**config.mk**
```make
export PLATFORM = sky130hd
export DESIGN_NAME = pipe_skid_stage
export DESIGN_NICKNAME = d
export VERILOG_FILES = /design/src/rtl/pipe_pkg.sv /design/src/rtl/pipe_entry_reg.sv /design/src/rtl/pipe_skid_stage.sv
export SDC_FILE = /design/constraint.sdc
export NUM_CORES = 1
export LEC_CHECK = 0
export ABC_AREA = 1
export BUFFER_PORTS_ARGS = -buffer_cell sky130_fd_sc_hd__buf_2
export CORE_MARGIN = 8
export CORE_UTILIZATION = 54
export DETAILED_ROUTE_END_ITERATION = 12
export PLACE_DENSITY = 0.82
export SLEW_MARGIN = 0
export SYNTH_ARGS = -nofsm -noshare
export SYNTH_HDL_FRONTEND = slang
export SYNTH_SLANG_ARGS = --single-unit
```
**constraint.sdc**
```tcl
create_clock -name clk -period 2 [get_ports clk]
set_input_delay 0.3 -clock clk [delete_from_list [all_inputs] [get_ports clk]]
set_output_delay 0.3 -clock clk [all_outputs]
set_load 0.01 [all_outputs]
```
**src/rtl/pipe_pkg.sv**
```systemverilog
// Shared types for the valid/ready pipeline stage: the occupancy FSM encoding
// and a helper that maps a state onto the occupancy count it represents.
package pipe_pkg;

    localparam int PIPE_OCC_W = 2;

    typedef enum logic [1:0] {
        EMPTY = 2'd0,
        BUSY  = 2'd1,
        FULL  = 2'd2
    } pipe_state_t;

    function automatic logic [PIPE_OCC_W-1:0] occ_of(input pipe_state_t s);
        logic [PIPE_OCC_W-1:0] occ;
        case (s)
            EMPTY:   occ = 2'd0;
            BUSY:    occ = 2'd1;
            FULL:    occ = 2'd2;
            default: occ = 2'd0;
        endcase
        return occ;
    endfunction

endpackage

```
**src/rtl/pipe_entry_reg.sv**
```systemverilog
// One stage entry: a control field and a payload field with a load strobe and
// independent clears, so bubbles can drop control bits while keeping payload.
module pipe_entry_reg #(
    parameter int CTRL_W = 8,
    parameter int DATA_W = 128
) (
    input  logic              clk,
    input  logic              rst,
    input  logic              i_load,
    input  logic              i_clr_ctrl,
    input  logic              i_clr_data,
    input  logic [CTRL_W-1:0] i_ctrl,
    input  logic [DATA_W-1:0] i_data,
    output logic [CTRL_W-1:0] o_ctrl,
    output logic [DATA_W-1:0] o_data
);

    logic [CTRL_W-1:0] r_ctrl;
    logic [DATA_W-1:0] r_data;

    // Entry storage: reset zeroes everything, load wins over the clears.
    always_ff @(posedge clk) begin
        if (!rst) begin
            r_ctrl <= '0;
            r_data <= '0;
        end else if (i_load) begin
            r_ctrl <= i_ctrl;
            r_data <= i_data;
        end else begin
            if (i_clr_ctrl) begin
                r_ctrl <= '0;
            end
            if (i_clr_data) begin
                r_data <= '0;
            end
        end
    end

    assign o_ctrl = r_ctrl;
    assign o_data = r_data;

endmodule

```
**src/rtl/pipe_skid_stage.sv**
```systemverilog
// Pipeline stage register with valid/ready flow control, a second skid entry so
// in_ready never depends combinationally on out_ready, and a flush that empties it.
module pipe_skid_stage
    import pipe_pkg::*;
#(
    parameter int CTRL_W              = 8,
    parameter int DATA_W              = 128,
    parameter int CLEAR_DATA_ON_FLUSH = 1
) (
    input  logic                  clk,
    input  logic                  rst,
    input  logic                  flush,
    input  logic                  in_valid,
    output logic                  in_ready,
    input  logic [CTRL_W-1:0]     in_ctrl,
    input  logic [DATA_W-1:0]     in_data,
    output logic                  out_valid,
    input  logic                  out_ready,
    output logic [CTRL_W-1:0]     out_ctrl,
    output logic [DATA_W-1:0]     out_data,
    output logic [PIPE_OCC_W-1:0] occupancy
);

    pipe_state_t             r_state;
    pipe_state_t             w_next_state;
    logic                    r_in_ready;
    logic                    r_out_valid;
    logic [PIPE_OCC_W-1:0]   r_occupancy;

    logic                    w_main_load;
    logic                    w_main_from_skid;
    logic                    w_main_clr_ctrl;
    logic                    w_skid_load;
    logic                    w_skid_clr_ctrl;
    logic                    w_clr_data;

    logic [CTRL_W-1:0]       w_main_d_ctrl;
    logic [DATA_W-1:0]       w_main_d_data;
    logic [CTRL_W-1:0]       w_main_ctrl;
    logic [DATA_W-1:0]       w_main_data;
    logic [CTRL_W-1:0]       w_skid_ctrl;
    logic [DATA_W-1:0]       w_skid_data;

    // Next-state and entry-register strobes; flush overrides every transfer.
    always_comb begin
        w_next_state     = r_state;
        w_main_load      = 1'b0;
        w_main_from_skid = 1'b0;
        w_main_clr_ctrl  = 1'b0;
        w_skid_load      = 1'b0;
        w_skid_clr_ctrl  = 1'b0;
        w_clr_data       = 1'b0;
        if (flush) begin
            w_next_state    = EMPTY;
            w_main_clr_ctrl = 1'b1;
            w_skid_clr_ctrl = 1'b1;
            w_clr_data      = (CLEAR_DATA_ON_FLUSH != 0);
        end else begin
            case (r_state)
                EMPTY: begin
                    if (in_valid) begin
                        w_next_state = BUSY;
                        w_main_load  = 1'b1;
                    end else begin
                        w_main_clr_ctrl = 1'b1;
                    end
                end
                BUSY: begin
                    if (in_valid && out_ready) begin
                        w_main_load = 1'b1;
                    end else if (in_valid) begin
                        w_next_state = FULL;
                        w_skid_load  = 1'b1;
                    end else if (out_ready) begin
                        w_next_state    = EMPTY;
                        w_main_clr_ctrl = 1'b1;
                    end else begin
                        w_next_state = BUSY;
                    end
                end
                FULL: begin
                    // in_ready is low here, so in_valid is ignored entirely.
                    if (out_ready) begin
                        w_next_state     = BUSY;
                        w_main_load      = 1'b1;
                        w_main_from_skid = 1'b1;
                        w_skid_clr_ctrl  = 1'b1;
                    end else begin
                        w_next_state = FULL;
                    end
                end
                default: begin
                    w_next_state    = EMPTY;
                    w_main_clr_ctrl = 1'b1;
                    w_skid_clr_ctrl = 1'b1;
                end
            endcase
        end
    end

    assign w_main_d_ctrl = w_main_from_skid ? w_skid_ctrl : in_ctrl;
    assign w_main_d_data = w_main_from_skid ? w_skid_data : in_data;

    pipe_entry_reg #(
        .CTRL_W (CTRL_W),
        .DATA_W (DATA_W)
    ) u_main (
        .clk        (clk),
        .rst        (rst),
        .i_load     (w_main_load),
        .i_clr_ctrl (w_main_clr_ctrl),
        .i_clr_data (w_clr_data),
        .i_ctrl     (w_main_d_ctrl),
        .i_data     (w_main_d_data),
        .o_ctrl     (w_main_ctrl),
        .o_data     (w_main_data)
    );

    pipe_entry_reg #(
        .CTRL_W (CTRL_W),
        .DATA_W (DATA_W)
    ) u_skid (
        .clk        (clk),
        .rst        (rst),
        .i_load     (w_skid_load),
        .i_clr_ctrl (w_skid_clr_ctrl),
        .i_clr_data (w_clr_data),
        .i_ctrl     (in_ctrl),
        .i_data     (in_data),
        .o_ctrl     (w_skid_ctrl),
        .o_data     (w_skid_data)
    );

    // State register plus flow-control outputs registered from the next state.
    always_ff @(posedge clk) begin
        if (!rst) begin
            r_state     <= EMPTY;
            r_in_ready  <= 1'b1;
            r_out_valid <= 1'b0;
            r_occupancy <= '0;
        end else begin
            r_state     <= w_next_state;
            r_in_ready  <= (w_next_state != FULL);
            r_out_valid <= (w_next_state != EMPTY);
            r_occupancy <= occ_of(w_next_state);
        end
    end

    assign in_ready  = r_in_ready;
    assign out_valid = r_out_valid;
    assign occupancy = r_occupancy;
    assign out_ctrl  = w_main_ctrl;
    assign out_data  = w_main_data;

endmodule

```
# After elaboration in Yosys (flattened, before gate mapping)
# Cells that the tools add are included.
# word_totals
ff_bits,278
ram_bits,0
word_cells,56
in_bits,141
n_memories,0
output_inout_bits,140
romBits,0
latchBits,0
# classes
n_shift,0
n_eq_ne,5
mux,35
n_reduce_logical,8
add_sub_neg,0
div_mod_pow,0
n_lt_le_gt_ge,0
bitwise_logic,0
n_mul,0
# ops
op,count
$mux 128,4
$mux 8,5
$mux 1,16
$mux 2,5
$reduce_bool 2->1,5
$pmux 1 s3,2
$pmux 2 s3,1
$eq 2x1->1 const B,2
$eq 2x2->1 const B,2
$pmux 2 s2,1
$logic_not 2->1,1
$ne 2x2->1 const B,1
$pmux 1 s2,1
$reduce_or 2->1,1
$logic_and 1x1->1,1

# Depth between registers and ports, before layout
# Gate-level depths: netlist (run 1).
# depth
word_depth,7
mapped_depth,9
depth_no_buf,8

# Hierarchy
# Synthesis (run 1) repeated with hierarchy kept, for this count alone.
# unflattened
cells_unflattened,1674
area_unflattened_um2,11787.6
# modules_own_cells
module,cells_each,seq_area_each_um2,area_per_inst_um2,n_inst
pipe_entry_reg,590,2722.6,4683.2,2
pipe_skid_stage,494,120.1,2421.1,1

# Worst setup path before layout (run 1)
# No wires, ideal clock.
# synth_path
path_kind,register to register
from,register r_state[1]
to,register u_main.r_data[81] (netlist: u_main.o_data[81])
slack_ns,0.550
setup_time_ns,0.071
period_less_slack_ns,1.450
path_stages_with_launch,9
required_ns,1.929
t_arrival_ns,1.380
path_buffers,3
path_cell_list,dfxtp_1 -> buf_2 -> nor2_1 -> nand2_2 -> a21oi_4 -> buf_4 -> buf_2 -> nand2_1 -> a21oi_1
# synth_via
elab_chain_len,5
word_cells_on_any_way,10
classes_between,eq/ne: 2; mux: 6; reduce/logical: 2
# synth_rtl
element,line,source
from (decl),pipe_skid_stage.sv:24,pipe_state_t r_state;
from (signal assigned),pipe_skid_stage.sv:142,r_state <= w_next_state;
$eq 2x2->1,pipe_skid_stage.sv:59,case (r_state)
$mux 1,pipe_skid_stage.sv:59,
$mux 1,pipe_skid_stage.sv:53,if (flush) begin
$mux 128,pipe_skid_stage.sv:102,assign w_main_d_data = w_main_from_skid ? w_skid_data : in_data;
$mux 128,pipe_entry_reg.sv:26,end else if (i_load) begin
to (signal assigned),pipe_entry_reg.sv:28,r_data <= i_data;
to (decl),pipe_entry_reg.sv:19,logic [DATA_W-1:0] r_data;
# Parallel ways exist; a longest one is shown, timed or not.
# A chain may end at the register's enable or synchronous reset.

# Final worst setup path (run 1)
# layout_path
from,register r_state[0]
to,register u_skid.r_data[17] (netlist: u_skid.o_data[17])
# layout_via
elab_chain_len,4
word_cells_on_any_way,5
classes_between,eq/ne: 1; mux: 3; reduce/logical: 1
# layout_rtl
element,line
$eq 2x1->1 *,pipe_skid_stage.sv:59
$mux 1 *,pipe_skid_stage.sv:59
$mux 1 *,pipe_skid_stage.sv:53
$mux 128 or $reduce_bool 2->1 (tied branches),-
to (signal assigned),pipe_entry_reg.sv:28
to (decl),pipe_entry_reg.sv:19
# Every way passes the cells marked *; elsewhere a longest branch is shown, timed or not.

==> impl_metrics.py, run 1 <==
metrics = {
    "timing": {
        "fin_crit_ns": 1.846,
        "fin_tns_setup_ns": 0,
        "fmaxAchievable_ghz": 0.5417,
        "slew_violations": 0,
        "finalCritPeriodShare_pct": 92.29,
        "rsz0062_at_grt": "false",
        "finalSetupViolCount": 0,
        "final-hold-violation-count": 0,
        "finalClockSkew_ns": 0.006415,
        "maxSlewHeadroom_pct": 60.49,
        "worst_hold_slack_ns": 0.02185,
        "tightest_slew_ns": 0.5926,
    },
    "setup_path": {
        "path_class": "reg -> reg",
        "reg2reg_slack_ns": 0.15,
        "crit_path_cell_trace": "inv_2, nor2_1, nand2_4, nor2_4, buf_12, nand2_1, a21oi_1",
        "crit_path_max_fanout": 104,
        "cpMaxStageDelayCell": "dfxtp_1",
        "critPathArrivalTime_ns": 2.31,
        "cp_slowest_stage_delay_ns": 0.42,
        "crit_path_end_kind": "flip-flop",
        "cp.required_ns": 2.46,
        "cp-start-kind": "flip-flop",
    },
    "die": {
        "start_util_pct": 54.83,
        "placementRows": 54,
        "dieArea_sq_um": 27030,
        "die_x_microns": 164.4,
        "core_area_sq_um": 21690,
        "die_y_microns": 164.4,
        "io_pins": 281,
    },
    "synth": {
        "synthArstFlopShare_pct": 0,
        "ys_seq_area_share_pct": 46.80,
        "synth_nets": 1842,
        "synth_edf_count": 0,
        "synth_cell_types": 20,
        "syn_inst": 1701,
        "yosys-top-cells-count": "nand2_1 (678), dfxtp_1 (278), a21oi_1 (272), nand4_1 (143), nand3_1 (139)",
        "avgSynthCellArea_sq_um": 6.991,
        "syn_area_sq_um": 11890,
        "synth_area_leader_cell": "dfxtp_1",
        "yosysMostFrequentCell": "nand2_1",
        "yosys-top-cells-area": "dfxtp_1 (47%), nand2_1 (21%), a21oi_1 (11%)",
        "synth_top_area_share_pct": 46.80,
        "synth_flop_cell": "dfxtp_1",
        "ys_warn_count": 0,
        "ys_ff_latch": 278,
    },
    "global_route": {
        "antenna_found_initial": 9,
        "grt_pass1_vias": 11940,
        "grt_max_degree": 106,
        "grt_use_total_pct": 25.94,
        "grt_pass1_wl_microns": 59110,
        "gr-total-overflow": 0,
    },
    "clock_tree": {
        "cts_setup_buffers": 0,
        "clkLatencyLatePin_ns": 0.53,
        "cts_tree": "built",
        "numCtsBuffers": 29,
        "cts_sinks": 278,
        "ctsResizeCount": 0,
        "path_clk_slew_ns": 0.06,
        "cts_hold_buf": 0,
        "cts_buffer_depth": 3,
        "htree_levels": 1,
        "clock-root-buffer": "clkbuf_16",
    },
    "drt": {
        "route.vias.total": 12560,
        "wl_microns": 36640,
        "drc": 0,
        "avgRoutedWirePerCell_microns": 16.72,
        "ant_nets": 0,
        "drtIter0Drc": 1340,
        "vias_per_cell": 5.734,
        "drtPass1Iterations": 7,
    },
    "placement": {
        "placed_cells": 2136,
        "dp_hpwl_microns": 22050,
        "globalplace.congestion": 0.8203,
        "port_buffers": 280,
    },
    "final_layout": {
        "final_nets": 2028,
        "final_cell_count_no_fill": 2191,
        "syn2layout_area_growth_pct": 22.46,
        "drive_gt1_share_pct": 19.60,
    },
    "power_and_ir_drop": {
        "peakVddDrop_v": 0.0006340,
        "p_per_area_nw_per_um2": 853.4,
        "leakagePower_nw": 6.208,
    },
    "job": {
        "cap_violations": 0,
    },
    "outcome": {
        "status": "completed",
    },
    "min_path": {
        "hold_class": "in -> reg",
    },
}
[cells in the final DEF (no fill, tap or decap), types with 3 or more instances in the layout]
master / instances
bufinv_16: 4
buf_12: 23
buf_4: 12
a21oi_1: 272
dfxtp_1: 277
clkbuf_1: 6
diode_2: 3
clkbuf_8: 4
nand4_1: 143
clkinv_2: 7
clkbuf_16: 30
nor2_1: 10
inv_1: 8
buf_2: 280
nand3_1: 139
nand2_1: 677
[metrics by stage]
step	power, mW	worst slack [ns]	utilization [%]	cell area [sq um]
2_1_floorplan	6.426	0.5497	-	11890
3_3_place_gp	6.936	0.3083	62.54	13560
3_5_place_dp	6.951	0.2188	62.54	13560
4_1_cts	12.50	0.1793	67.11	14560
5_1_grt	12.85	0.03618	67.13	14560
6_report	12.43	0.1541	67.15	14560
[cell type report]
class / instances / area [sq um]
flip-flops and latches: 278 / 5569
inverters: 13 / 63.81
fillers: 1885 / 7126
clock inverters: 12 / 162.7
repair buffers: 315 / 1952
clock buffers: 40 / 828.3
multi-input cells: 1250 / 5629
well taps: 280 / 350.3
diodes: 3 / 7.507
[worst max-delay path, delay by kind of cell, from the launching register on]
kind,cells,cell delay (ns)
buffers and inverters,2,0.47
AOI/OAI and AO/OA,1,0.17
and+or+nand+nor,4,0.60
DFF,1,0.42
[where the power goes]
group / total [mW] / internal, mW / switching [mW] / leakage [nW]
sequential: 5.71 / 5.65 / 0.0614 / 2.25
clock: 5.59 / 3.39 / 2.19 / 0.490
combinational: 1.13 / 0.395 / 0.737 / 3.47
total: 12.4 / 9.44 / 2.99 / 6.21
[per-layer routing]
layer / track usage [%] / vias to the layer above / wire length [microns]
met2: 42.70 / 585 / 16990
met3: 6.331 / 74 / 3741
met5: 0 / - / 80
met4: 7.985 / 14 / 904
met1: 33.11 / 5834 / 14920
li1: - / 6057 / -
[registers in the layout, summed over array words and instances (netlist names)]
signal / count
r_state: 2
u_skid.o_ctrl: 8
u_skid.o_data: 128
in_ready: 1
out_valid: 1
u_main.o_ctrl: 8
u_main.o_data: 128
occupancy: 2
[cells by family (layout without fill, tap and decap cells)]
family / Yosys count / in the layout / synth area share (%)
flip-flops: 278 / 278 / 46.80
AND/OR/NAND/NOR: 975 / 975 / 35.52
buffers and inverters: 173 / 380 / 5.997
AO/OA/AOI/OAI: 275 / 275 / 11.68
other: 0 / 3 / 0
[path summary, 6_finish.rpt]
check,start,endpoint,cells past startpoint
hold reg to reg,u_main.o_data[12],u_main.o_data[12],2
setup / recovery,r_state[0],u_skid.o_data[17],7
hold / removal,in_data[13],u_skid.o_data[13],3
setup reg to reg,r_state[0],u_skid.o_data[17],7
Power figures use the tool's default switching activity.
==> run 2: changes to the inputs <==
ABC_AREA = 0   (was 1)
CORE_UTILIZATION = 53   (was 54)
==> impl_metrics.py, run 2 <==
metrics = {
    "outcome": {
        "status": "completed",
    },
    "drt": {
        "drtIter0Drc": 1010,
        "wl_microns": 34740,
        "route.vias.total": 10360,
        "ant_nets": 0,
        "drtPass1Iterations": 5,
        "drc": 0,
        "vias_per_cell": 6.553,
        "avgRoutedWirePerCell_microns": 21.97,
    },
    "timing": {
        "finalCritPeriodShare_pct": 90.89,
        "fmaxAchievable_ghz": 0.5501,
        "worst_hold_slack_ns": 0.01180,
        "slew_violations": 0,
        "tightest_slew_ns": 0.5029,
        "fin_crit_ns": 1.818,
        "fin_tns_setup_ns": 0,
        "final-hold-violation-count": 0,
        "rsz0062_at_grt": "false",
        "maxSlewHeadroom_pct": 66.48,
        "finalClockSkew_ns": 0.01251,
        "finalSetupViolCount": 0,
    },
    "setup_path": {
        "reg2reg_slack_ns": 0.18,
        "reg2reg_depth": 4,
        "cp.required_ns": 2.42,
        "cp-start-kind": "flip-flop",
        "critPathArrivalTime_ns": 2.24,
        "r2r_start": "r_state[1]",
        "path_class": "reg -> reg",
        "crit_path_max_fanout": 28,
        "r2r-end": "u_main.o_data[91]",
        "crit_path_end_kind": "flip-flop",
    },
    "die": {
        "die_y_microns": 160.1,
        "io_pins": 281,
        "core_area_sq_um": 20300,
        "die_x_microns": 160.1,
        "start_util_pct": 54.23,
        "placementRows": 52,
        "dieArea_sq_um": 25640,
    },
    "global_route": {
        "grt_max_degree": 79,
        "grt_pass1_vias": 10170,
        "antenna_found_initial": 9,
        "grt_pass1_wl_microns": 55570,
        "grt_use_total_pct": 25.33,
        "gr-total-overflow": 0,
    },
    "clock_tree": {
        "clkLatencyLatePin_ns": 0.54,
        "cts_sinks": 278,
        "clock-root-buffer": "clkbuf_16",
        "ctsResizeCount": 0,
        "path_clk_slew_ns": 0.06,
        "cts_buffer_depth": 3,
        "htree_levels": 1,
        "numCtsBuffers": 28,
        "cts_setup_buffers": 0,
        "cts_hold_buf": 64,
        "cts_tree": "built",
    },
    "synth": {
        "yosys-top-cells-area": "dfxtp_1 (51%), a22o_1 (10%), o2111ai_1 (10%)",
        "ys_warn_count": 0,
        "synth_edf_count": 0,
        "ys_ff_latch": 278,
        "yosys-top-cells-count": "dfxtp_1 (278), a22o_1 (128), o2111ai_1 (127), o22ai_1 (127), o31ai_1 (111)",
        "synth_top_area_share_pct": 50.56,
        "synth_cell_types": 40,
        "yosysMostFrequentCell": "dfxtp_1",
        "syn_inst": 1025,
        "syn_area_sq_um": 11010,
        "ys_seq_area_share_pct": 50.56,
        "synth_nets": 1166,
        "synthArstFlopShare_pct": 0,
        "synth_area_leader_cell": "dfxtp_1",
        "avgSynthCellArea_sq_um": 10.74,
        "synth_flop_cell": "dfxtp_1",
    },
    "final_layout": {
        "syn2layout_area_growth_pct": 28.53,
        "nFillCells": 1494,
        "final_cell_mix": "buf_2 (280), dfxtp_1 (278), a22o_1 (128)",
        "fin_util_pct": 69.70,
        "final_nets": 1426,
        "final_common_cell": "buf_2",
        "drive_gt1_share_pct": 30.06,
    },
    "placement": {
        "globalplace.congestion": 0.7940,
        "dp_hpwl_microns": 20550,
        "port_buffers": 280,
    },
    "power_and_ir_drop": {
        "peakVddDrop_v": 0.0006504,
        "p_per_area_nw_per_um2": 857.3,
        "leakagePower_nw": 5.694,
    },
    "min_path": {
        "hold_path_end": "u_skid.o_data[105]",
        "hold_class": "in -> reg",
        "hp-start": "in_data[105]",
        "hold_depth": 2,
    },
    "job": {
        "cap_violations": 0,
    },
}
[run 2: cell type report]
| cell class | instances | area [sq um] | area share, % |
|---|---|---|---|
| diodes | 7 | 17.52 | 0.1238 |
| clock buffers | 41 | 850.8 | 6.013 |
| clock inverters | 8 | 92.59 | 0.6544 |
| inverters | 16 | 60.06 | 0.4245 |
| multi-input cells | 580 | 4639 | 32.79 |
| flip-flops and latches | 278 | 5565 | 39.33 |
| well taps | 270 | 337.8 | 2.388 |
| repair buffers | 381 | 2585 | 18.27 |
[run 2: cell families (layout without fill, tap and decap cells)]
logic type / count (synthesis) / after routing / synth area share, %
simple gates: 36 / 36 / 2.023
mux: 5 / 5 / 0.4547
flops: 278 / 278 / 50.56
xor+xnor: 1 / 1 / 0.07958
buf+inv: 167 / 446 / 7.684
other cells: 0 / 7 / 0
compound gates: 538 / 538 / 39.20
[run 2: layer usage]
layer  vias to the layer above  wire length [microns]  GRT usage, %
met5                         -                     26             0
met4                         6                   1071         9.261
met3                        82                   3291         6.684
met2                       572                  15910         39.87
met1                      4945                  14440         32.84
li1                       4756                      -             -
[run 2: how the worst max path moves through the flow]
stage,startpoint,to,slack (ns),depth (start not counted)
floorplan,r_state[0],u_main.o_data[51],0.55,7
global placement,r_state[1],u_main.o_data[87],0.31,5
detailed placement,r_state[0],u_main.o_data[83],0.28,5
CTS,r_state[1],u_main.o_data[91],0.21,4
global route,r_state[0],u_main.o_data[26],0.08,5
finish,r_state[1],u_main.o_data[91],0.18,4
[run 2: power by group]
group / total (mW) / internal (mW) / switching [mW]
Combinational: 1.10 / 0.445 / 0.651
Sequential: 5.72 / 5.65 / 0.0666
Clock: 5.31 / 3.18 / 2.13
[run 2: metrics by stage]
stage          total power, mW  setup slack, ns  instance area [sq um]  std cells
6_report                 12.13           0.1823                  14150       1581
5_1_grt                  12.50          0.07978                  14150       1580
4_1_cts                  12.16           0.2130                  14120       1573
3_5_place_dp             6.813           0.2848                  12540       1460
3_3_place_gp             6.799           0.3136                  12540       1460
2_1_floorplan            6.339           0.5541                  11010       1025
[run 2: worst max-delay path, cell delays in order, from the launching register on]
cell      delay (ns)
dfxtp_1         0.57
and4bb_4        0.36
buf_4           0.34
o22ai_1         0.16
o31ai_1         0.28
